[src/rtl/cache_line_mem_ctrl_if.sv]
// rtl/cache_line_mem_ctrl_if.sv - cache-side request/response and memory beat bus bundle
// master = line-transfer engine, slave = cache plus memory environment.
interface cache_line_mem_ctrl_if #(
  parameter int LINE_BYTES = 16,
  parameter int ADDR_W     = 32,
  parameter int DATA_W     = 32
);
  logic                    wb_req;
  logic [ADDR_W-1:0]       wb_addr;
  logic [LINE_BYTES*8-1:0] wb_line;
  logic                    wb_done;
  logic                    fill_req;
  logic [ADDR_W-1:0]       fill_addr;
  logic [LINE_BYTES*8-1:0] fill_line;
  logic                    fill_done;
  logic                    busy;
  logic                    mem_req;
  logic                    mem_we;
  logic [ADDR_W-1:0]       mem_addr;
  logic [DATA_W-1:0]       mem_wdata;
  logic                    mem_ready;
  logic [DATA_W-1:0]       mem_rdata;

  modport master (
    input  wb_req, wb_addr, wb_line, fill_req, fill_addr, mem_ready, mem_rdata,
    output wb_done, fill_line, fill_done, busy, mem_req, mem_we, mem_addr, mem_wdata
  );

  modport slave (
    output wb_req, wb_addr, wb_line, fill_req, fill_addr, mem_ready, mem_rdata,
    input  wb_done, fill_line, fill_done, busy, mem_req, mem_we, mem_addr, mem_wdata
  );
endinterface

[src/rtl/cache_line_mem_ctrl.sv]
// rtl/cache_line_mem_ctrl.sv - cache line write-back/refill engine over a 32-bit word bus
// Splits victim lines into write beats and assembles read beats into refill lines.
module cache_line_mem_ctrl #(
  parameter int LINE_BYTES = 16,
  parameter int ADDR_W     = 32,
  parameter int DATA_W     = 32
) (
  input  logic                 clk,
  input  logic                 rst,
  cache_line_mem_ctrl_if.master bus
);
  localparam int WORDS  = LINE_BYTES / 4;
  localparam int LINE_W = LINE_BYTES * 8;
  localparam int CNT_W  = (WORDS > 2) ? $clog2(WORDS) : 1;
  localparam logic [CNT_W-1:0]  LAST     = CNT_W'(WORDS - 1);
  localparam logic [ADDR_W-1:0] OFS_MASK = ADDR_W'(LINE_BYTES - 1);

  typedef enum logic [2:0] {IDLE, WB, FILL, WB_DONE, FILL_DONE} state_t;

  state_t              state_q, state_d;
  logic [CNT_W-1:0]    cnt_q, cnt_d, cnt_inc;
  logic [LINE_W-1:0]   line_q, line_d;
  logic [LINE_W-1:0]   fill_line_q, fill_line_d;
  logic [ADDR_W-1:0]   mem_addr_q, mem_addr_d;
  logic [DATA_W-1:0]   mem_wdata_q, mem_wdata_d;
  logic                mem_req_q, mem_req_d;
  logic                mem_we_q, mem_we_d;
  logic                wb_done_q, wb_done_d;
  logic                fill_done_q, fill_done_d;
  logic                busy_q, busy_d;

  assign cnt_inc = cnt_q + CNT_W'(1);

  always_comb begin
    state_d     = state_q;
    cnt_d       = cnt_q;
    line_d      = line_q;
    fill_line_d = fill_line_q;
    mem_addr_d  = mem_addr_q;
    mem_wdata_d = mem_wdata_q;
    mem_req_d   = mem_req_q;
    mem_we_d    = mem_we_q;
    wb_done_d   = 1'b0;
    fill_done_d = 1'b0;
    case (state_q)
      IDLE: begin
        // Write-back wins so the victim reaches memory before its slot is refilled.
        if (bus.wb_req) begin
          state_d     = WB;
          cnt_d       = '0;
          line_d      = bus.wb_line;
          mem_addr_d  = bus.wb_addr & ~OFS_MASK;
          mem_wdata_d = bus.wb_line[DATA_W-1:0];
          mem_req_d   = 1'b1;
          mem_we_d    = 1'b1;
        end else if (bus.fill_req) begin
          state_d    = FILL;
          cnt_d      = '0;
          mem_addr_d = bus.fill_addr & ~OFS_MASK;
          mem_req_d  = 1'b1;
          mem_we_d   = 1'b0;
        end
      end
      WB, FILL: begin
        if (bus.mem_ready) begin
          if (state_q == FILL) begin
            fill_line_d[int'(cnt_q) * DATA_W +: DATA_W] = bus.mem_rdata;
          end
          if (cnt_q == LAST) begin
            cnt_d       = '0;
            mem_req_d   = 1'b0;
            mem_we_d    = 1'b0;
            state_d     = (state_q == WB) ? WB_DONE : FILL_DONE;
            wb_done_d   = (state_q == WB);
            fill_done_d = (state_q == FILL);
          end else begin
            cnt_d       = cnt_inc;
            mem_addr_d  = mem_addr_q + ADDR_W'(4);
            mem_wdata_d = line_q[int'(cnt_inc) * DATA_W +: DATA_W];
          end
        end
      end
      WB_DONE, FILL_DONE: state_d = IDLE;
      default:            state_d = IDLE;
    endcase
    busy_d = (state_d != IDLE);
  end

  always_ff @(posedge clk) begin
    if (rst) begin
      state_q     <= IDLE;
      cnt_q       <= '0;
      line_q      <= '0;
      fill_line_q <= '0;
      mem_addr_q  <= '0;
      mem_wdata_q <= '0;
      mem_req_q   <= 1'b0;
      mem_we_q    <= 1'b0;
      wb_done_q   <= 1'b0;
      fill_done_q <= 1'b0;
      busy_q      <= 1'b0;
    end else begin
      state_q     <= state_d;
      cnt_q       <= cnt_d;
      line_q      <= line_d;
      fill_line_q <= fill_line_d;
      mem_addr_q  <= mem_addr_d;
      mem_wdata_q <= mem_wdata_d;
      mem_req_q   <= mem_req_d;
      mem_we_q    <= mem_we_d;
      wb_done_q   <= wb_done_d;
      fill_done_q <= fill_done_d;
      busy_q      <= busy_d;
    end
  end

  assign bus.wb_done   = wb_done_q;
  assign bus.fill_done = fill_done_q;
  assign bus.fill_line = fill_line_q;
  assign bus.busy      = busy_q;
  assign bus.mem_req   = mem_req_q;
  assign bus.mem_we    = mem_we_q;
  assign bus.mem_addr  = mem_addr_q;
  assign bus.mem_wdata = mem_wdata_q;
endmodule
[src/flat_wrapper.sv]
// flat-port wrapper written by rule: the top's interface ports become plain ports
module cache_line_mem_ctrl_flat 
#(
  parameter int LINE_BYTES = 16,
  parameter int ADDR_W     = 32,
  parameter int DATA_W     = 32
)
  (clk, rst, bus_wb_req, bus_wb_addr, bus_wb_line, bus_fill_req, bus_fill_addr, bus_mem_ready, bus_mem_rdata, bus_wb_done, bus_fill_line, bus_fill_done, bus_busy, bus_mem_req, bus_mem_we, bus_mem_addr, bus_mem_wdata);
  cache_line_mem_ctrl_if #(.LINE_BYTES(LINE_BYTES), .ADDR_W(ADDR_W), .DATA_W(DATA_W)) bus_i ();
  input  logic clk;
  input  logic rst;
  input wire logic [$bits(bus_i.wb_req)-1:0] bus_wb_req;
  input wire logic [$bits(bus_i.wb_addr)-1:0] bus_wb_addr;
  input wire logic [$bits(bus_i.wb_line)-1:0] bus_wb_line;
  input wire logic [$bits(bus_i.fill_req)-1:0] bus_fill_req;
  input wire logic [$bits(bus_i.fill_addr)-1:0] bus_fill_addr;
  input wire logic [$bits(bus_i.mem_ready)-1:0] bus_mem_ready;
  input wire logic [$bits(bus_i.mem_rdata)-1:0] bus_mem_rdata;
  output wire logic [$bits(bus_i.wb_done)-1:0] bus_wb_done;
  output wire logic [$bits(bus_i.fill_line)-1:0] bus_fill_line;
  output wire logic [$bits(bus_i.fill_done)-1:0] bus_fill_done;
  output wire logic [$bits(bus_i.busy)-1:0] bus_busy;
  output wire logic [$bits(bus_i.mem_req)-1:0] bus_mem_req;
  output wire logic [$bits(bus_i.mem_we)-1:0] bus_mem_we;
  output wire logic [$bits(bus_i.mem_addr)-1:0] bus_mem_addr;
  output wire logic [$bits(bus_i.mem_wdata)-1:0] bus_mem_wdata;
  assign bus_i.wb_req = bus_wb_req;
  assign bus_i.wb_addr = bus_wb_addr;
  assign bus_i.wb_line = bus_wb_line;
  assign bus_i.fill_req = bus_fill_req;
  assign bus_i.fill_addr = bus_fill_addr;
  assign bus_i.mem_ready = bus_mem_ready;
  assign bus_i.mem_rdata = bus_mem_rdata;
  assign bus_wb_done = bus_i.wb_done;
  assign bus_fill_line = bus_i.fill_line;
  assign bus_fill_done = bus_i.fill_done;
  assign bus_busy = bus_i.busy;
  assign bus_mem_req = bus_i.mem_req;
  assign bus_mem_we = bus_i.mem_we;
  assign bus_mem_addr = bus_i.mem_addr;
  assign bus_mem_wdata = bus_i.mem_wdata;
  cache_line_mem_ctrl #(.LINE_BYTES(LINE_BYTES), .ADDR_W(ADDR_W), .DATA_W(DATA_W)) u_core (.clk(clk), .rst(rst), .bus(bus_i));
endmodule
[config.mk]
export PLATFORM = sky130hd
export DESIGN_NAME = cache_line_mem_ctrl_flat
export DESIGN_NICKNAME = d
export VERILOG_FILES = /design/src/rtl/cache_line_mem_ctrl_if.sv /design/src/rtl/cache_line_mem_ctrl.sv /design/src/flat_wrapper.sv
export SDC_FILE = /design/constraint.sdc
export NUM_CORES = 1
export LEC_CHECK = 0
export ABC_AREA = 1
export CORE_MARGIN = 1.5
export CORE_UTILIZATION = 35
export DETAILED_ROUTE_END_ITERATION = 12
export PLACE_DENSITY = 0.74
export SLEW_MARGIN = 20
export SYNTH_ARGS = -nofsm -noshare
export SYNTH_HDL_FRONTEND = slang
export SYNTH_SLANG_ARGS = --single-unit
[constraint.sdc]
create_clock -name clk -period 2.4 [get_ports clk]
set_input_delay 0.48 -clock clk [delete_from_list [all_inputs] [get_ports clk]]
set_output_delay 0.48 -clock clk [all_outputs]
set_load 0.02 [all_outputs]
# Yosys cells after proc, flatten, opt, wreduce, memory -nomap -nowiden
# Cells that the tools add are included.
# classes
shifts	3
n_addsub	3
reduce_logical	11
bitwise	3
muxes	29
n_eq_ne	8
# op_table
operator	n
32-bit 2-to-1 mux	7
128-bit bitwise mux	1
32-bit one-hot mux with 2 select lines	2
32-bit by 33-bit variable shift with 128-bit output (first input constant)	1
128-bit by 8-bit variable part select with 32-bit output	1
32-bit by 33-bit variable part select with 128-bit output	1
7-bit negation with 33-bit output	1
32-bit by 3-bit adder with 32-bit output (second input constant)	1
3-bit 2-to-1 mux	5
4-bit AND reduction	3
2-bit 2-to-1 mux	4
1-bit 2-to-1 mux	6
2-bit inequality test (second input constant)	3
3-bit one-hot mux with 2 select lines	1
3-bit AND reduction	2
1-bit one-hot mux with 2 select lines	2
2-bit one-hot mux with 2 select lines	1
4-bit OR reduction	1
3-bit by 1-bit equality test with 1-bit output (second input constant)	1
3-bit by 2-bit equality test with 1-bit output (second input constant)	1
3-bit zero test	1
3-bit inequality test (second input constant)	1
1-bit NOT	3
3-bit nonzero test	1
other kinds (6)	6
# totals
reg_bits	330
wordCells	68
out_inout_bits	197

# Depth between registers and ports, before layout
# Gate-level depths: netlist of run 1.
# logic_depth
ltp_word	6
ltp_mapped	13

# Worst setup path after synthesis of run 1
# OpenSTA, ideal clock, no wires.
# synth_path
kind	reg2reg
from	register u_core.cnt_q[0]
to	register u_core.fill_line_q[12], in the netlist u_core.bus.fill_line[12]
stages_incl_launch_ff	11
t_arrival_ns	2.274
slack_ns	0.055
t_required_ns	2.330
path_buffers	5
cell_sequence	dfxtp_1 buf_4 inv_2 buf_1 ha_1 buf_2 buf_2 nor3_4 buf_2 nand4_1 a21oi_1
# synth_between
elab_chain_len	3
elab_cells_between_ends	4
classes_between	1 x add/sub; 2 x shift; 1 x mux
# synth_rtl
item	line	text
start, declared	cache_line_mem_ctrl.sv:21	logic [CNT_W-1:0] cnt_q, cnt_d, cnt_inc;
start signal, assigned	cache_line_mem_ctrl.sv:104	cnt_q <= cnt_d;
7-bit negation with 33-bit output (*)	cache_line_mem_ctrl.sv:67	fill_line_d[int'(cnt_q) * DATA_W +: DATA_W] = bus.mem_rdata;
32-bit by 33-bit variable part select with 128-bit output / 32-bit by 33-bit variable shift with 128-bit output (equally long branches)	cache_line_mem_ctrl.sv:67	
128-bit bitwise mux (*)	cache_line_mem_ctrl.sv:67	
end signal, assigned	cache_line_mem_ctrl.sv:106	fill_line_q <= fill_line_d;
end, declared	cache_line_mem_ctrl.sv:23	logic [LINE_W-1:0] fill_line_q, fill_line_d;
# Mark *: on every way between the ends. The rest lies on a longest branch, timed or not.
# A chain may end at the register's enable or synchronous reset.

# Worst setup path in the final report of run 1
# layout_path
from	register u_core.cnt_q[1]
to	register u_core.fill_line_q[118], in the netlist u_core.bus.fill_line[118]
# Same word-level chain as after synthesis.

==> flow_summary.json, run 1 <==
{
  "ys.flop_type": "dfxtp_1",
  "holdBufCountCts": 0,
  "drt_wl_total_um": 56200,
  "worstSetupStartpointType": "flip-flop",
  "fin_crit_sh_pct": 92.1,
  "initial_core_util_pct": 35.4,
  "wl_per_cell_um": 18.7,
  "synthMuxAreaShare_pct": 0.203,
  "met3WireLength_um": 4720,
  "synth_seq_cells": 328,
  "required_ns": 2.86,
  "track_usage_pct": 24.9,
  "cts_made_buffers": 39,
  "nFillCells": 4056,
  "max_slew_margin_pct": 52.1,
  "netlist_area_um2": 14800,
  "ant_nets": 0,
  "timing.fmax_mhz": 452,
  "wl_met1_um": 24000,
  "gp_congestion": 0.918,
  "clock_sinks": 328,
  "synth_top_family_by_area": "simple AND/OR/NAND/NOR gates",
  "numPortBuffers": 415,
  "synthXorXnorAreaFrac_pct": 0.297,
  "synthAdderAreaFrac_pct": 0.508,
  "postSynthAreaPerCell_um2": 7.00,
  "layout_common_cells": "nand2_1, clkdlybuf4s50_1, dfxtp_1",
  "ys_warn_count": 0,
  "peakVddDrop_mv": 0.412,
  "slew_viol_final": 0,
  "grt_pass1_vias": 14900,
  "grt_max_degree": 112,
  "area_growth_pct": 39.6,
  "die_area_um2": 43400,
  "via_count": 16100,
  "power.density_nw_per_um2": 751,
  "postCtsResizedCells": 0,
  "drcViolationCount": 0,
  "drive_gt1_share_pct": 5.69,
  "htreeDepth": 2,
  "dp_cells": 2930,
  "nNetsFinal": 2667,
  "tritoncts": "yes",
  "via_per_inst": 5.35,
  "initialDrtViolationCount": 1745,
  "cp.arrival_ns": 2.68,
  "final_cells": 3011,
  "topRoutingLayerUsed": "met4",
  "wl_met2_um": 25000,
  "cp_max_fo": 25,
  "die_x_um": 208,
  "max_cap_violations": 0,
  "top_level_ports": 426,
  "setup_viol": 0,
  "setup-tns-final_ns": 0,
  "synth_compound_gate_area_share_pct": 20.5,
  "synth_simple_gate_area_share_pct": 26.2,
  "antenna_found_initial": 10,
  "async_flop_share_pct": 0,
  "crit_type": "reg -> reg",
  "grt_pass1_wl_um": 85700,
  "synth_edf_count": 0,
  "p_leak_nw": 7.56,
  "num_rows": 75,
  "ys_types": 36,
  "insertion_delay_ns": 0.56,
  "clock_path_buffers": 3,
  "ys_seq_area_share_pct": 44.5,
  "post-cts-setup-buffers": 0,
  "hold_viol": 0,
  "status": "finished, final reports clean",
  "rsz0062_at_grt": "false",
  "die_h_um": 208,
  "final_common_cell": "nand2_1",
  "path_clk_slew_ns": 0.06,
  "dp_hpwl_um": 38600,
  "first_pass_iters": 8,
  "synthCells": 2110,
  "core_region_area_um2": 41800,
  "critPathCaptureType": "flip-flop",
  "tightest_slew_ns": 0.715,
  "final.setup_skew_ns": 0.0176,
  "fin_crit_ns": 2.21,
  "gr-total-overflow": 0,
  "min_path_type": "in -> reg",
  "ctsRootBufferMaster": "clkbuf_16"
}
worst paths after layout:
kind	from	to	depth (start not counted)	slack (ns)
max reg2reg	u_core.cnt_q[1]	u_core.bus.fill_line[118]	6	0.19
min reg2reg	u_core.line_q[114]	u_core.line_q[114]	2	0.45
min	rst	u_core.state_q[2]	2	0.36
max	u_core.cnt_q[1]	u_core.bus.fill_line[118]	6	0.19
final cells by class:
class / instances / area, um2 / area share [%]
Antenna cell: 10 / 25.0 / 0.121
Timing Repair Buffer: 456 / 4570 / 22.2
Sequential cell: 328 / 6570 / 31.9
Inverter: 106 / 399 / 1.94
Clock inverter: 17 / 165 / 0.801
Tap cell: 539 / 674 / 3.27
Clock buffer: 54 / 1130 / 5.50
Multi-Input combinational cell: 1501 / 7070 / 34.3
cell usage after synthesis, types with 7 or more instances:
master	n	area (um2)
a211oi_1	20	150
a21oi_1	311	1560
a31oi_1	21	131
buf_1	7	26.3
buf_2	54	270
clkbuf_1	109	409
dfxtp_1	328	6570
inv_1	97	364
inv_2	8	30.0
nand2_1	444	1670
nand3_1	193	966
nand4_1	56	350
nor2_1	165	619
nor3_1	21	105
o21ai_0	203	1020
o21ai_1	19	95.1
sequential cells by signal, summed over array words and instances (netlist names):
register	cells
u_core.bus.mem_we	1
u_core.bus.busy	1
u_core.cnt_q	2
u_core.bus.mem_wdata	32
u_core.bus.mem_req	1
u_core.state_q	3
u_core.bus.wb_done	1
u_core.bus.mem_addr	30
u_core.bus.fill_done	1
u_core.bus.fill_line	128
u_core.line_q	128
kinds of logic (layout without fill, tap and decap cells):
logic type / count (synthesis) / count (layout)
and+or+nand+nor: 903 / 903
AOI/OAI and AO/OA: 582 / 582
DFF: 328 / 328
buffers and inverters: 282 / 633
adders and majority gates: 6 / 6
xor gates and xnor gates: 5 / 5
muxes: 3 / 3
other: 1 / 12
metrics by stage:
| stage | instance area (um2) | setup WS (ns) | hold slack (ns) | power, mW | utilization, % |
|---|---|---|---|---|---|
| CTS | 20600 | 0.186 | 0.322 | 15.5 | 49.3 |
| floorplan | 14800 | 0.0555 | 0.430 | 8.05 | - |
| detailed placement | 19300 | 0.150 | 0.440 | 9.56 | 46.2 |
| finish | 20600 | 0.189 | 0.358 | 15.5 | 49.4 |
| global placement | 19300 | 0.208 | 0.439 | 9.52 | 46.2 |
| global route | 20600 | 0.0444 | 0.358 | 16.1 | 49.4 |
per-layer routing:
metal  GRT usage, %  up-vias
li1               -     7765
met3           3.77      139
met4           13.1        0
met2           37.5      781
met1           34.5     7427
met5              0        -
where the power goes:
group	internal (mW)	switching, mW
clock network	3.54	2.44
registers	5.80	0.259
logic	1.30	2.14
worst max-delay path, cell delays in order (launching register included):
cell     delay, ns
dfxtp_1       0.39
inv_1         0.10
ha_2          0.31
buf_4         0.26
nor2_1        0.59
nand3_1       0.25
o21ai_0       0.23
No activity file was read; power rests on OpenSTA's default activity.
==> inputs of run 2 (changes only) <==
==> constraint.sdc (replaced) <==
create_clock -name clk -period 1.9 [get_ports clk]
set_input_delay 0.38 -clock clk [delete_from_list [all_inputs] [get_ports clk]]
set_output_delay 0.38 -clock clk [all_outputs]
set_load 0.02 [all_outputs]
==> flow_summary.json, run 2 (same netlist as run 1, synthesis figures left out) <==
{
  "htreeDepth": 2,
  "tritoncts": "yes",
  "slew_viol_final": 0,
  "setup_viol": 0,
  "critPathCaptureType": "flip-flop",
  "grt_max_degree": 99,
  "hold_viol": 0,
  "comb_power_share_pct": 23.3,
  "final_common_cell": "nand2_1",
  "cp_cell_sequence": "inv_8, ha_4, buf_12, a21oi_1, o21ai_0, o21ai_1, nand2_1, nand2_1, o21ai_2, nor2_1",
  "required_ns": 2.38,
  "holdBufCountCts": 0,
  "worst_path_max_delay_cell": "dfxtp_4",
  "crit_type": "reg -> reg",
  "min_path_type": "in -> reg",
  "timing.fmax_mhz": 533,
  "drt_wl_total_um": 56700,
  "max_cap_violations": 0,
  "grt_pass1_wl_um": 85800,
  "initial_core_util_pct": 35.4,
  "first_pass_iters": 6,
  "peakVddDrop_mv": 0.538,
  "grt_pass1_vias": 14900,
  "cp.arrival_ns": 2.35,
  "die_x_um": 208,
  "p_total_mw": 19.5,
  "rsz0062_at_grt": "true",
  "dp_cells": 2967,
  "numPortBuffers": 415,
  "post-cts-setup-buffers": 0,
  "fin_crit_ns": 1.88,
  "worstSetupStartpointType": "flip-flop",
  "sw_frac_of_total_pct": 31.3,
  "final_cells": 3039,
  "fin_crit_sh_pct": 98.8,
  "dp_hpwl_um": 40000,
  "area_growth_pct": 42.3,
  "die_h_um": 208,
  "via_per_inst": 5.32,
  "rrSetupSlack_ns": 0.02,
  "gr-total-overflow": 0,
  "clock_path_buffers": 3,
  "drive_gt1_share_pct": 7.58,
  "path_clk_slew_ns": 0.06,
  "nFillCells": 4014,
  "antenna_found_initial": 6,
  "nNetsFinal": 2703,
  "critical-path-max-stage-delay_ns": 0.42,
  "core_region_area_um2": 41800,
  "power.density_nw_per_um2": 927,
  "layout_common_cells": "nand2_1, dfxtp_1, a21oi_1",
  "cts_made_buffers": 37,
  "final.setup_skew_ns": 0.0148,
  "switching_power_mw": 6.10,
  "gp_congestion": 0.962,
  "ant_nets": 0,
  "clock_sinks": 328,
  "clockPowerShare_pct": 37.4,
  "track_usage_pct": 25.0,
  "initialDrtViolationCount": 1567,
  "drcViolationCount": 0,
  "ctsRootBufferMaster": "clkbuf_16",
  "top_level_ports": 426,
  "num_rows": 75,
  "cp_common_cell": "nand2_1",
  "cp_max_fo": 26,
  "p_leak_nw": 8.97,
  "pwr-share-seq_pct": 39.3,
  "internal_power_mw": 13.4,
  "insertion_delay_ns": 0.55,
  "wl_per_cell_um": 18.6,
  "die_area_um2": 43400,
  "status": "finished, final reports clean",
  "via_count": 16200
}
## run 2: through the flow
step	setup TNS, ns	worst slack (ns)	hold slack [ns]	area, um2	utilization (%)
2_1_floorplan	-0.0651	-0.00712	0.430	14900	-
3_3_place_gp	-5.96	-0.0733	0.437	19800	47.4
3_5_place_dp	-7.09	-0.136	0.442	19800	47.4
4_1_cts	0	0.000435	0.302	20900	49.9
5_1_grt	-0.548	-0.0490	0.326	21000	50.3
6_report	0	0.0236	0.332	21000	50.3
## run 2: final cells by class
type / instances / area (um2) / share of cell area (%)
Timing Repair Buffer: 494 / 4930 / 23.5
Multi-Input combinational cell: 1501 / 7180 / 34.2
Clock buffer: 58 / 1120 / 5.35
Tap cell: 539 / 674 / 3.21
Clock inverter: 7 / 114 / 0.542
Antenna cell: 6 / 15.0 / 0.0714
Sequential cell: 328 / 6570 / 31.3
Inverter: 106 / 407 / 1.93
## run 2: routing by layer
metal / GRT usage, % / vias to the layer above / share of wire [%]
met5: 0 / - / 0
met4: 13.2 / 0 / 4.5
met3: 4.45 / 144 / 7.8
met2: 38.0 / 765 / 45
met1: 33.8 / 7434 / 42
li1: - / 7835 / -
## run 2: repair_timing
item / in CTS / in global routing
setup endpoints to repair: 155 / 83
resized for setup: 155 / 55
pin swaps: 0 / 2
cloned: 0 / 1
## run 2: worst paths after layout
check        cells past startpoint               from                        to
max                             10    u_core.cnt_q[0]  u_core.bus.mem_wdata[12]
min                              3                rst         u_core.state_q[2]
min reg2reg                      2  u_core.line_q[23]         u_core.line_q[23]
max reg2reg                     10    u_core.cnt_q[0]  u_core.bus.mem_wdata[12]
## run 2: power by group through the flow
stage                     combinational (mW)  sequential, mW  clock (mW)
final                                   4.54            7.66        7.29
after global routing                    4.94            7.70        7.68
after CTS                               4.43            7.65        7.41
after detailed placement                4.55            7.81           0
after global placement                  4.51            7.79           0
after floorplan                         2.25            7.99           0
## run 2: worst max-delay path, delay by kind of cell (launching register included)
family | cells | cell delay, ns
AOI/OAI and AO/OA | 4 | 0.57
DFF | 1 | 0.42
adders and majority gates | 1 | 0.27
and+or+nand+nor | 3 | 0.27
buffers and inverters | 2 | 0.25
